`config.mk`:
```
export PLATFORM = sky130hd
export DESIGN_NAME = hs_npu_layer_sequencer
export DESIGN_NICKNAME = d
export VERILOG_FILES = /design/src/rtl/hs_npu_pkg.sv /design/src/rtl/hs_npu_desc_fetcher.sv /design/src/rtl/hs_npu_layer_sequencer.sv
export SDC_FILE = /design/constraint.sdc
export NUM_CORES = 1
export LEC_CHECK = 0
export CORE_UTILIZATION = 40
export DETAILED_ROUTE_END_ITERATION = 12
export PLACE_DENSITY_LB_ADDON = 0.05
export SETUP_SLACK_MARGIN = 0.1
export SYNTH_ARGS = -nofsm -noshare
export SYNTH_HDL_FRONTEND = slang
export SYNTH_SLANG_ARGS = --single-unit
```
`constraint.sdc`:
```
create_clock -name clk -period 2.4 [get_ports clk]
set_clock_uncertainty 0.05 [all_clocks]
set_input_delay 0.36 -clock clk [delete_from_list [all_inputs] [get_ports clk]]
set_output_delay 0.36 -clock clk [all_outputs]
set_load 0.01 [all_outputs]
```
`src/rtl/hs_npu_pkg.sv`:
```
// ============================================================================
//  Module      : hs_npu_pkg
//  Description : Shared types and constants for the NPU layer sequencer:
//                layer descriptor layout, flag bit positions, sequencer
//                state encoding and a descriptor word-insert helper.
//  Revision    : 1.0 - initial release
// ============================================================================
`default_nettype none

package hs_npu_pkg;

    localparam int DESC_WORDS = 8;

    // Bit positions inside descriptor word 4 (flags)
    localparam int DESC_FLAG_REUSE_INPUTS  = 0;
    localparam int DESC_FLAG_REUSE_WEIGHTS = 1;
    localparam int DESC_FLAG_SAVE_OUTPUTS  = 2;
    localparam int DESC_FLAG_USE_BIAS      = 3;
    localparam int DESC_FLAG_USE_SUM       = 4;
    localparam int DESC_FLAG_ACT_SELECT    = 5;
    localparam int DESC_FLAG_LAST          = 31;

    typedef enum logic [2:0] {
        SEQ_IDLE  = 3'd0,
        SEQ_FETCH = 3'd1,   // descriptor fetcher active (request/wait phases)
        SEQ_ISSUE = 3'd2,
        SEQ_RUN   = 3'd3,
        SEQ_DONE  = 3'd4
    } seq_state_e;

    typedef struct packed {
        logic last;
        logic activation_select;
        logic use_sum;
        logic use_bias;
        logic save_outputs;
        logic reuse_weights;
        logic reuse_inputs;
    } npu_layer_flags_t;

    typedef struct packed {
        logic [31:0]      num_input_rows;
        logic [31:0]      num_input_columns;
        logic [31:0]      num_weight_rows;
        logic [31:0]      num_weight_columns;
        npu_layer_flags_t flags;
        logic [31:0]      shift_amount;
        logic [31:0]      base_address;
        logic [31:0]      result_address;
    } npu_layer_desc_t;

    // Return descriptor d with word idx replaced by w (flags word decoded).
    function automatic npu_layer_desc_t desc_set_word(
        input npu_layer_desc_t d,
        input logic [2:0]      idx,
        input logic [31:0]     w
    );
        npu_layer_desc_t r;
        r = d;
        case (idx)
            3'd0: r.num_input_rows     = w;
            3'd1: r.num_input_columns  = w;
            3'd2: r.num_weight_rows    = w;
            3'd3: r.num_weight_columns = w;
            3'd4: begin
                r.flags.reuse_inputs      = w[DESC_FLAG_REUSE_INPUTS];
                r.flags.reuse_weights     = w[DESC_FLAG_REUSE_WEIGHTS];
                r.flags.save_outputs      = w[DESC_FLAG_SAVE_OUTPUTS];
                r.flags.use_bias          = w[DESC_FLAG_USE_BIAS];
                r.flags.use_sum           = w[DESC_FLAG_USE_SUM];
                r.flags.activation_select = w[DESC_FLAG_ACT_SELECT];
                r.flags.last              = w[DESC_FLAG_LAST];
            end
            3'd5: r.shift_amount       = w;
            3'd6: r.base_address       = w;
            default: r.result_address  = w;
        endcase
        return r;
    endfunction

endpackage

`default_nettype wire

```
`src/rtl/hs_npu_desc_fetcher.sv`:
```
// ============================================================================
//  Module      : hs_npu_desc_fetcher
//  Description : Fetches one layer descriptor word by word over a
//                valid/ready request + response-valid read port. Keeps a
//                running byte pointer that continues across layers.
//  Ports       : i_start/i_load_base/i_base start a fetch (optionally
//                reloading the pointer), i_abort returns to idle,
//                o_req_*/i_req_ready request channel, i_rsp_* response,
//                o_desc/o_done deliver the complete descriptor.
//  Revision    : 1.0 - initial release
// ============================================================================
`default_nettype none

module hs_npu_desc_fetcher
    import hs_npu_pkg::*;
#(
    parameter int NUM_WORDS = 8
) (
    input  logic            clk,
    input  logic            rst_n,
    input  logic            i_start,
    input  logic            i_load_base,
    input  logic [31:0]     i_base,
    input  logic            i_abort,
    output logic            o_req_valid,
    input  logic            i_req_ready,
    output logic [31:0]     o_req_addr,
    input  logic            i_rsp_valid,
    input  logic [31:0]     i_rsp_data,
    output npu_layer_desc_t o_desc,
    output logic            o_done
);

    localparam logic [1:0] F_IDLE = 2'd0;
    localparam logic [1:0] F_REQ  = 2'd1;
    localparam logic [1:0] F_WAIT = 2'd2;

    localparam logic [2:0] LAST_IDX = 3'(NUM_WORDS - 1);

    logic [1:0]      r_state;
    logic [31:0]     r_ptr;
    logic [2:0]      r_idx;
    npu_layer_desc_t r_shadow;
    npu_layer_desc_t w_desc;
    logic            w_capture;

    assign w_capture   = (r_state == F_WAIT) && i_rsp_valid;
    // Shadow with the arriving word merged, so the final word is usable
    // on the same edge it is captured.
    assign w_desc      = desc_set_word(r_shadow, r_idx, i_rsp_data);
    assign o_desc      = w_desc;
    assign o_done      = w_capture && (r_idx == LAST_IDX);
    assign o_req_valid = (r_state == F_REQ);
    assign o_req_addr  = r_ptr;

    always_ff @(posedge clk or negedge rst_n) begin
        if (!rst_n) begin
            r_state  <= F_IDLE;
            r_ptr    <= 32'd0;
            r_idx    <= 3'd0;
            r_shadow <= '0;
        end else if (i_abort) begin
            r_state <= F_IDLE;
        end else begin
            case (r_state)
                F_IDLE: begin
                    if (i_start) begin
                        r_state <= F_REQ;
                        r_idx   <= 3'd0;
                        if (i_load_base) begin
                            r_ptr <= i_base;
                        end
                    end
                end
                F_REQ: begin
                    // Pointer advances only on acceptance, so the address
                    // stays stable while the request is outstanding.
                    if (i_req_ready) begin
                        r_state <= F_WAIT;
                        r_ptr   <= r_ptr + 32'd4;
                    end
                end
                F_WAIT: begin
                    if (i_rsp_valid) begin
                        r_shadow <= w_desc;
                        if (r_idx == LAST_IDX) begin
                            r_state <= F_IDLE;
                        end else begin
                            r_state <= F_REQ;
                            r_idx   <= r_idx + 3'd1;
                        end
                    end
                end
                default: r_state <= F_IDLE;
            endcase
        end
    end

endmodule

`default_nettype wire

```
`src/rtl/hs_npu_layer_sequencer.sv`:
```
// ============================================================================
//  Module      : hs_npu_layer_sequencer
//  Description : Autonomous multi-layer scheduler. Fetches one descriptor
//                per layer, issues it to the NPU over exec valid/ready and
//                waits for the finished pulse, until the count is reached,
//                a descriptor carries the last flag, or abort is requested.
//  Ports       : start_i/abort_i/table_base_i/layer_count_i CPU control,
//                busy_o/done_o/layers_done_o status, desc_* read port,
//                exec_*/npu_finished_i NPU handshake, *_o layer config.
//  Revision    : 1.0 - initial release
// ============================================================================
`default_nettype none

module hs_npu_layer_sequencer
    import hs_npu_pkg::*;
#(
    parameter int DESC_WORDS  = 8,
    parameter int COUNT_WIDTH = 16
) (
    input  logic                   clk,
    input  logic                   rst_n,
    input  logic                   start_i,
    input  logic                   abort_i,
    input  logic [31:0]            table_base_i,
    input  logic [COUNT_WIDTH-1:0] layer_count_i,
    output logic                   busy_o,
    output logic                   done_o,
    output logic [COUNT_WIDTH-1:0] layers_done_o,
    output logic                   desc_req_valid_o,
    input  logic                   desc_req_ready_i,
    output logic [31:0]            desc_req_addr_o,
    input  logic                   desc_rsp_valid_i,
    input  logic [31:0]            desc_rsp_data_i,
    output logic                   exec_valid_o,
    input  logic                   exec_ready_i,
    input  logic                   npu_finished_i,
    output logic [31:0]            num_input_rows_o,
    output logic [31:0]            num_input_columns_o,
    output logic [31:0]            num_weight_rows_o,
    output logic [31:0]            num_weight_columns_o,
    output logic [31:0]            shift_amount_o,
    output logic [31:0]            base_address_o,
    output logic [31:0]            result_address_o,
    output logic                   reuse_inputs_o,
    output logic                   reuse_weights_o,
    output logic                   save_outputs_o,
    output logic                   use_bias_o,
    output logic                   use_sum_o,
    output logic                   activation_select_o
);

    seq_state_e             r_state;
    logic [COUNT_WIDTH-1:0] r_count;
    logic [COUNT_WIDTH-1:0] r_layers_done;
    logic                   r_abort_pend;
    npu_layer_desc_t        r_cfg;

    logic                   w_fetch_start;
    logic                   w_fetch_load;
    logic                   w_fetch_abort;
    logic                   w_fetch_done;
    npu_layer_desc_t        w_fetch_desc;
    logic [COUNT_WIDTH-1:0] w_layers_next;
    logic                   w_run_stop;

    assign w_layers_next = r_layers_done + COUNT_WIDTH'(1);
    // Abort arriving in the same cycle as finished also ends the run.
    assign w_run_stop    = r_abort_pend | abort_i | r_cfg.flags.last |
                           (w_layers_next == r_count);
    assign w_fetch_abort = abort_i && (r_state == SEQ_FETCH);

    always_comb begin
        w_fetch_start = 1'b0;
        w_fetch_load  = 1'b0;
        if (r_state == SEQ_IDLE && start_i && layer_count_i != '0) begin
            w_fetch_start = 1'b1;
            w_fetch_load  = 1'b1;
        end else if (r_state == SEQ_RUN && npu_finished_i && !w_run_stop) begin
            w_fetch_start = 1'b1;
        end
    end

    hs_npu_desc_fetcher #(
        .NUM_WORDS (DESC_WORDS)
    ) u_fetcher (
        .clk         (clk),
        .rst_n       (rst_n),
        .i_start     (w_fetch_start),
        .i_load_base (w_fetch_load),
        .i_base      (table_base_i),
        .i_abort     (w_fetch_abort),
        .o_req_valid (desc_req_valid_o),
        .i_req_ready (desc_req_ready_i),
        .o_req_addr  (desc_req_addr_o),
        .i_rsp_valid (desc_rsp_valid_i),
        .i_rsp_data  (desc_rsp_data_i),
        .o_desc      (w_fetch_desc),
        .o_done      (w_fetch_done)
    );

    always_ff @(posedge clk or negedge rst_n) begin
        if (!rst_n) begin
            r_state       <= SEQ_IDLE;
            r_count       <= '0;
            r_layers_done <= '0;
            r_abort_pend  <= 1'b0;
            r_cfg         <= '0;
        end else begin
            case (r_state)
                SEQ_IDLE: begin
                    if (start_i) begin
                        r_layers_done <= '0;
                        r_abort_pend  <= 1'b0;
                        r_count       <= layer_count_i;
                        r_state       <= (layer_count_i == '0) ? SEQ_DONE : SEQ_FETCH;
                    end
                end
                SEQ_FETCH: begin
                    if (abort_i) begin
                        r_state <= SEQ_DONE;
                    end else if (w_fetch_done) begin
                        r_cfg   <= w_fetch_desc;
                        r_state <= SEQ_ISSUE;
                    end
                end
                SEQ_ISSUE: begin
                    if (abort_i) begin
                        r_state <= SEQ_DONE;
                    end else if (exec_ready_i) begin
                        r_state <= SEQ_RUN;
                    end
                end
                SEQ_RUN: begin
                    if (abort_i) begin
                        r_abort_pend <= 1'b1;
                    end
                    if (npu_finished_i) begin
                        r_layers_done <= w_layers_next;
                        r_state       <= w_run_stop ? SEQ_DONE : SEQ_FETCH;
                    end
                end
                SEQ_DONE: r_state <= SEQ_IDLE;
                default:  r_state <= SEQ_IDLE;
            endcase
        end
    end

    assign busy_o        = (r_state != SEQ_IDLE);
    assign done_o        = (r_state == SEQ_DONE);
    assign exec_valid_o  = (r_state == SEQ_ISSUE);
    assign layers_done_o = r_layers_done;

    assign num_input_rows_o     = r_cfg.num_input_rows;
    assign num_input_columns_o  = r_cfg.num_input_columns;
    assign num_weight_rows_o    = r_cfg.num_weight_rows;
    assign num_weight_columns_o = r_cfg.num_weight_columns;
    assign shift_amount_o       = r_cfg.shift_amount;
    assign base_address_o       = r_cfg.base_address;
    assign result_address_o     = r_cfg.result_address;
    assign reuse_inputs_o       = r_cfg.flags.reuse_inputs;
    assign reuse_weights_o      = r_cfg.flags.reuse_weights;
    assign save_outputs_o       = r_cfg.flags.save_outputs;
    assign use_bias_o           = r_cfg.flags.use_bias;
    assign use_sum_o            = r_cfg.flags.use_sum;
    assign activation_select_o  = r_cfg.flags.activation_select;

endmodule

`default_nettype wire

```
==> flow_metrics.tcl <==
set metrics [dict create \
    hold_violations 0 \
    dp_cells 3227 \
    synthToLayoutAreaGrowth_pct 30.7 \
    avgSynthCellArea_um2 11.1 \
    vias 17538 \
    cp.arrival_ps 2830 \
    grt_max_degree 125 \
    critPathTopFamily "simple AND/OR/NAND/NOR gates" \
    synth_edf_count 0 \
    drive_gt1_share_pct 23.0 \
    switchingPower_uw 8200 \
    dieArea_um2 64300 \
    drtIter0Drc 1075 \
    nNetsFinal 2610 \
    synth_top_family_by_area "multiplexers" \
    fp.dieW_um 253 \
    crit_path_max_fanout 4 \
    clock_latency_ps 620 \
    multiInputGateArea_um2 10400 \
    root_buffer "clkbuf_16" \
    clock_path_buffers 3 \
    worst_slew_pin_slew_ps 789 \
    coreArea_um2 62100 \
    seqCellArea_um2 13400 \
    yosysTopAreaCellShare_pct 52.9 \
    drv_cap 0 \
    reg2reg_from "layers_done_o[1]$_DFFE_PN0P_" \
    clkPwrFrac_pct 33.6 \
    p_seq_share_pct 40.3 \
    min_period_over_period_pct 99.6 \
    synth_seq_area_share_pct 52.9 \
    hpwl_mm 45.4 \
    internal-power_uw 20300 \
    synth.distinct_cells 62 \
    ant_nets 0 \
    hold_class "in -> async" \
    synth_most_common_cell "dfrtp_1" \
    cts.sinks 535 \
    synth_ff_type "dfrtp_1" \
    fill_cells 5359 \
    yosys-top-cells-count "dfrtp_1, nand2_1, o21ai_0, mux2_2, buf_4" \
    synth-xor-area-share_pct 0.762 \
    power_uw 28400 \
    remaining_drc_errors 0 \
    synthArstFlopShare_pct 100 \
    netlist_instances 2283 \
    cts.clk_slew.worst_paths_ps 60 \
    vias_per_cell 5.16 \
    muxShareOfSynthArea_pct 20.3 \
    initial_utilization_pct 40.8 \
    routed_wl_mm 75.2 \
    synth_compound_area_share_pct 8.27 \
    holdWs_ps 227 \
    grt_setup_unrepaired "true" \
    synthAdderAreaFrac_pct 0.396 \
    dr.pass1.iters 5 \
    synth.area.top_cells "dfrtp_1, mux2_2, mux2i_1" \
    fin_area_um2 33100 \
    pin_count 370 \
    gp_congestion 0.849 \
    numCtsBuffers 58 \
    grtUsageTotal_pct 21.5 \
    grt_pass1_wl_mm 106 \
    min_period_ps 2390 \
    power_frac_comb_pct 26.1 \
    critPathBufInv 1 \
    cts_tree "yes" \
    ys_warn_count 0 \
    fmax_mhz 418 \
    outcome "finished, final reports clean" \
    ys_seq_elements 535 \
    cp.required_ps 2840 \
    antenna_found_initial 2 \
    synth-simple-area-share_pct 7.68 \
    finalMaxSlewViolations 0 \
    cp-startpoint "layers_done_o[1]$_DFFE_PN0P_" \
    rows 91 \
    routedWlPerCell_um 22.1 \
    max_stage_delay_ps 430 \
    layoutNonFillerInstCount 3399 \
    slowest_stage "dfrtp_2" \
    die_y_um 253 \
    grt_overflow 0 \
    leakage_uw 0.0152 \
    maxSlewHeadroom_pct 47.3 \
    path_cells "ha_4 -> nand4_1 -> buf_4 -> or3_4 -> a31o_4 -> o21ai_4 -> nor4_4 -> or2_4 -> a32o_1" \
    syn_nets 2379 \
    startpoint_type "register" \
    n_antenna_cell 0 \
    crit_path_end_kind "register" \
    dpl_cell_area_um2 29000 \
    swShare_pct 28.8 \
    ir_worst_vdd_mv 0.601 \
    setup_violations 0 \
    grt_pass1_vias 17425 \
    synth_top_area_cell "dfrtp_1" \
    crit_type "reg -> reg" \
    powerDensity_nw_per_um2 861 \
    ctsHtreeMaxLevel 2 \
    syn-cell-area_um2 25300 \
    port_buffers 369 \
]
## routing by layer
layer | global-route usage (%) | wire (um)
met5 | 0 | 28
met4 | 5.09 | 1380
met3 | 3.64 | 3540
met2 | 35.4 | 36000
met1 | 29.5 | 34300
## kinds of logic after synthesis
logic type / after synthesis
flops: 535
fa+ha+maj: 8
compound gates: 392
simple gates: 444
buf+inv: 401
mux: 481
xor+xnor: 22
## sequential cells by signal, indices dropped and copies added, names as in the netlist, 16 cells and up
register,count
u_fetcher.r_shadow,231
base_address_o,32
num_input_columns_o,32
num_input_rows_o,32
num_weight_columns_o,32
num_weight_rows_o,32
result_address_o,32
shift_amount_o,32
u_fetcher.o_req_addr,32
layers_done_o,16
r_count,16
## power by group through the flow
stage	clock network (uW)	registers, uW	logic, uW
floorplan	0	11400	4050
detailed placement	0	11500	6420
finish	9560	11500	7430
global route	10200	11600	8050
global placement	0	11500	6330
CTS	9820	11400	6470
## layout by cell type (no fill, tap or decap), drive strengths merged, types with 3 or more instances in the layout
master,n
clkbuf,110
a31o,3
o21ai,275
nand2,307
a21oi,66
mux2i,233
o31ai,7
and4,4
nor3,9
xnor2,10
mux2,248
dlygate4sd2,3
and3,4
a22o,4
a31oi,3
ha,8
nand4,17
nand3b,3
xor2,12
nor2b,4
nor2,36
nand2b,5
inv,14
nor4,13
nand3,25
bufinv,8
clkdlybuf4s50,364
clkinv,11
dfrtp,535
o22ai,17
or3,5
o211ai,3
buf,169
## worst reg2reg max path, cell delays in order, from the launching register on
cell     delay, ps
dfrtp_2        430
ha_4           180
nand4_1        130
buf_4          180
or3_4          380
a31o_4         250
o21ai_4         60
nor4_4          70
or2_4          280
a32o_1         250
## layout make-up
class                      count  share of cell area (%)
clock inverter                19                   0.961
sequential                   535                    40.5
timing repair buffer         558                    18.4
multi-input combinational   1347                    31.5
tap                          837                    3.17
clock buffer                  89                    5.26
inverter                      14                   0.159
## repair_timing
action,in CTS,in global routing
hold endpoints to repair,33,0
endpoints found under the setup margin,173,374
hold buffers,1,0
pin swaps,10,37
cloned,2,25
setup buffers,6,31
gates resized for setup,27,239
## worst paths after layout
kind                                                       end  slack, ps  cells after the start
setup / recovery                u_fetcher.r_idx[1]$_DFFE_PN0P_          9                      9
hold / removal                   layers_done_o[14]$_DFFE_PN0P_        230                      2
setup reg to reg                u_fetcher.r_idx[1]$_DFFE_PN0P_          9                      9
hold reg to reg                 shift_amount_o[24]$_DFFE_PN0P_        430                      2
max in group asynchronous  num_input_columns_o[18]$_DFFE_PN0P_       1160                      3
min in group clk           u_fetcher.o_req_addr[6]$_DFFE_PN0P_        280                      3
## through the flow
step	setup WS, ps	util, %	TNS [ps]
6_report	9.01	53.3	0
5_1_grt	-92.8	53.3	-422
4_1_cts	29.0	50.4	0
3_5_place_dp	-169	46.8	-6490
3_3_place_gp	-125	46.8	-2510
2_1_floorplan	102	-	0
(Power assumes the default switching activity.)
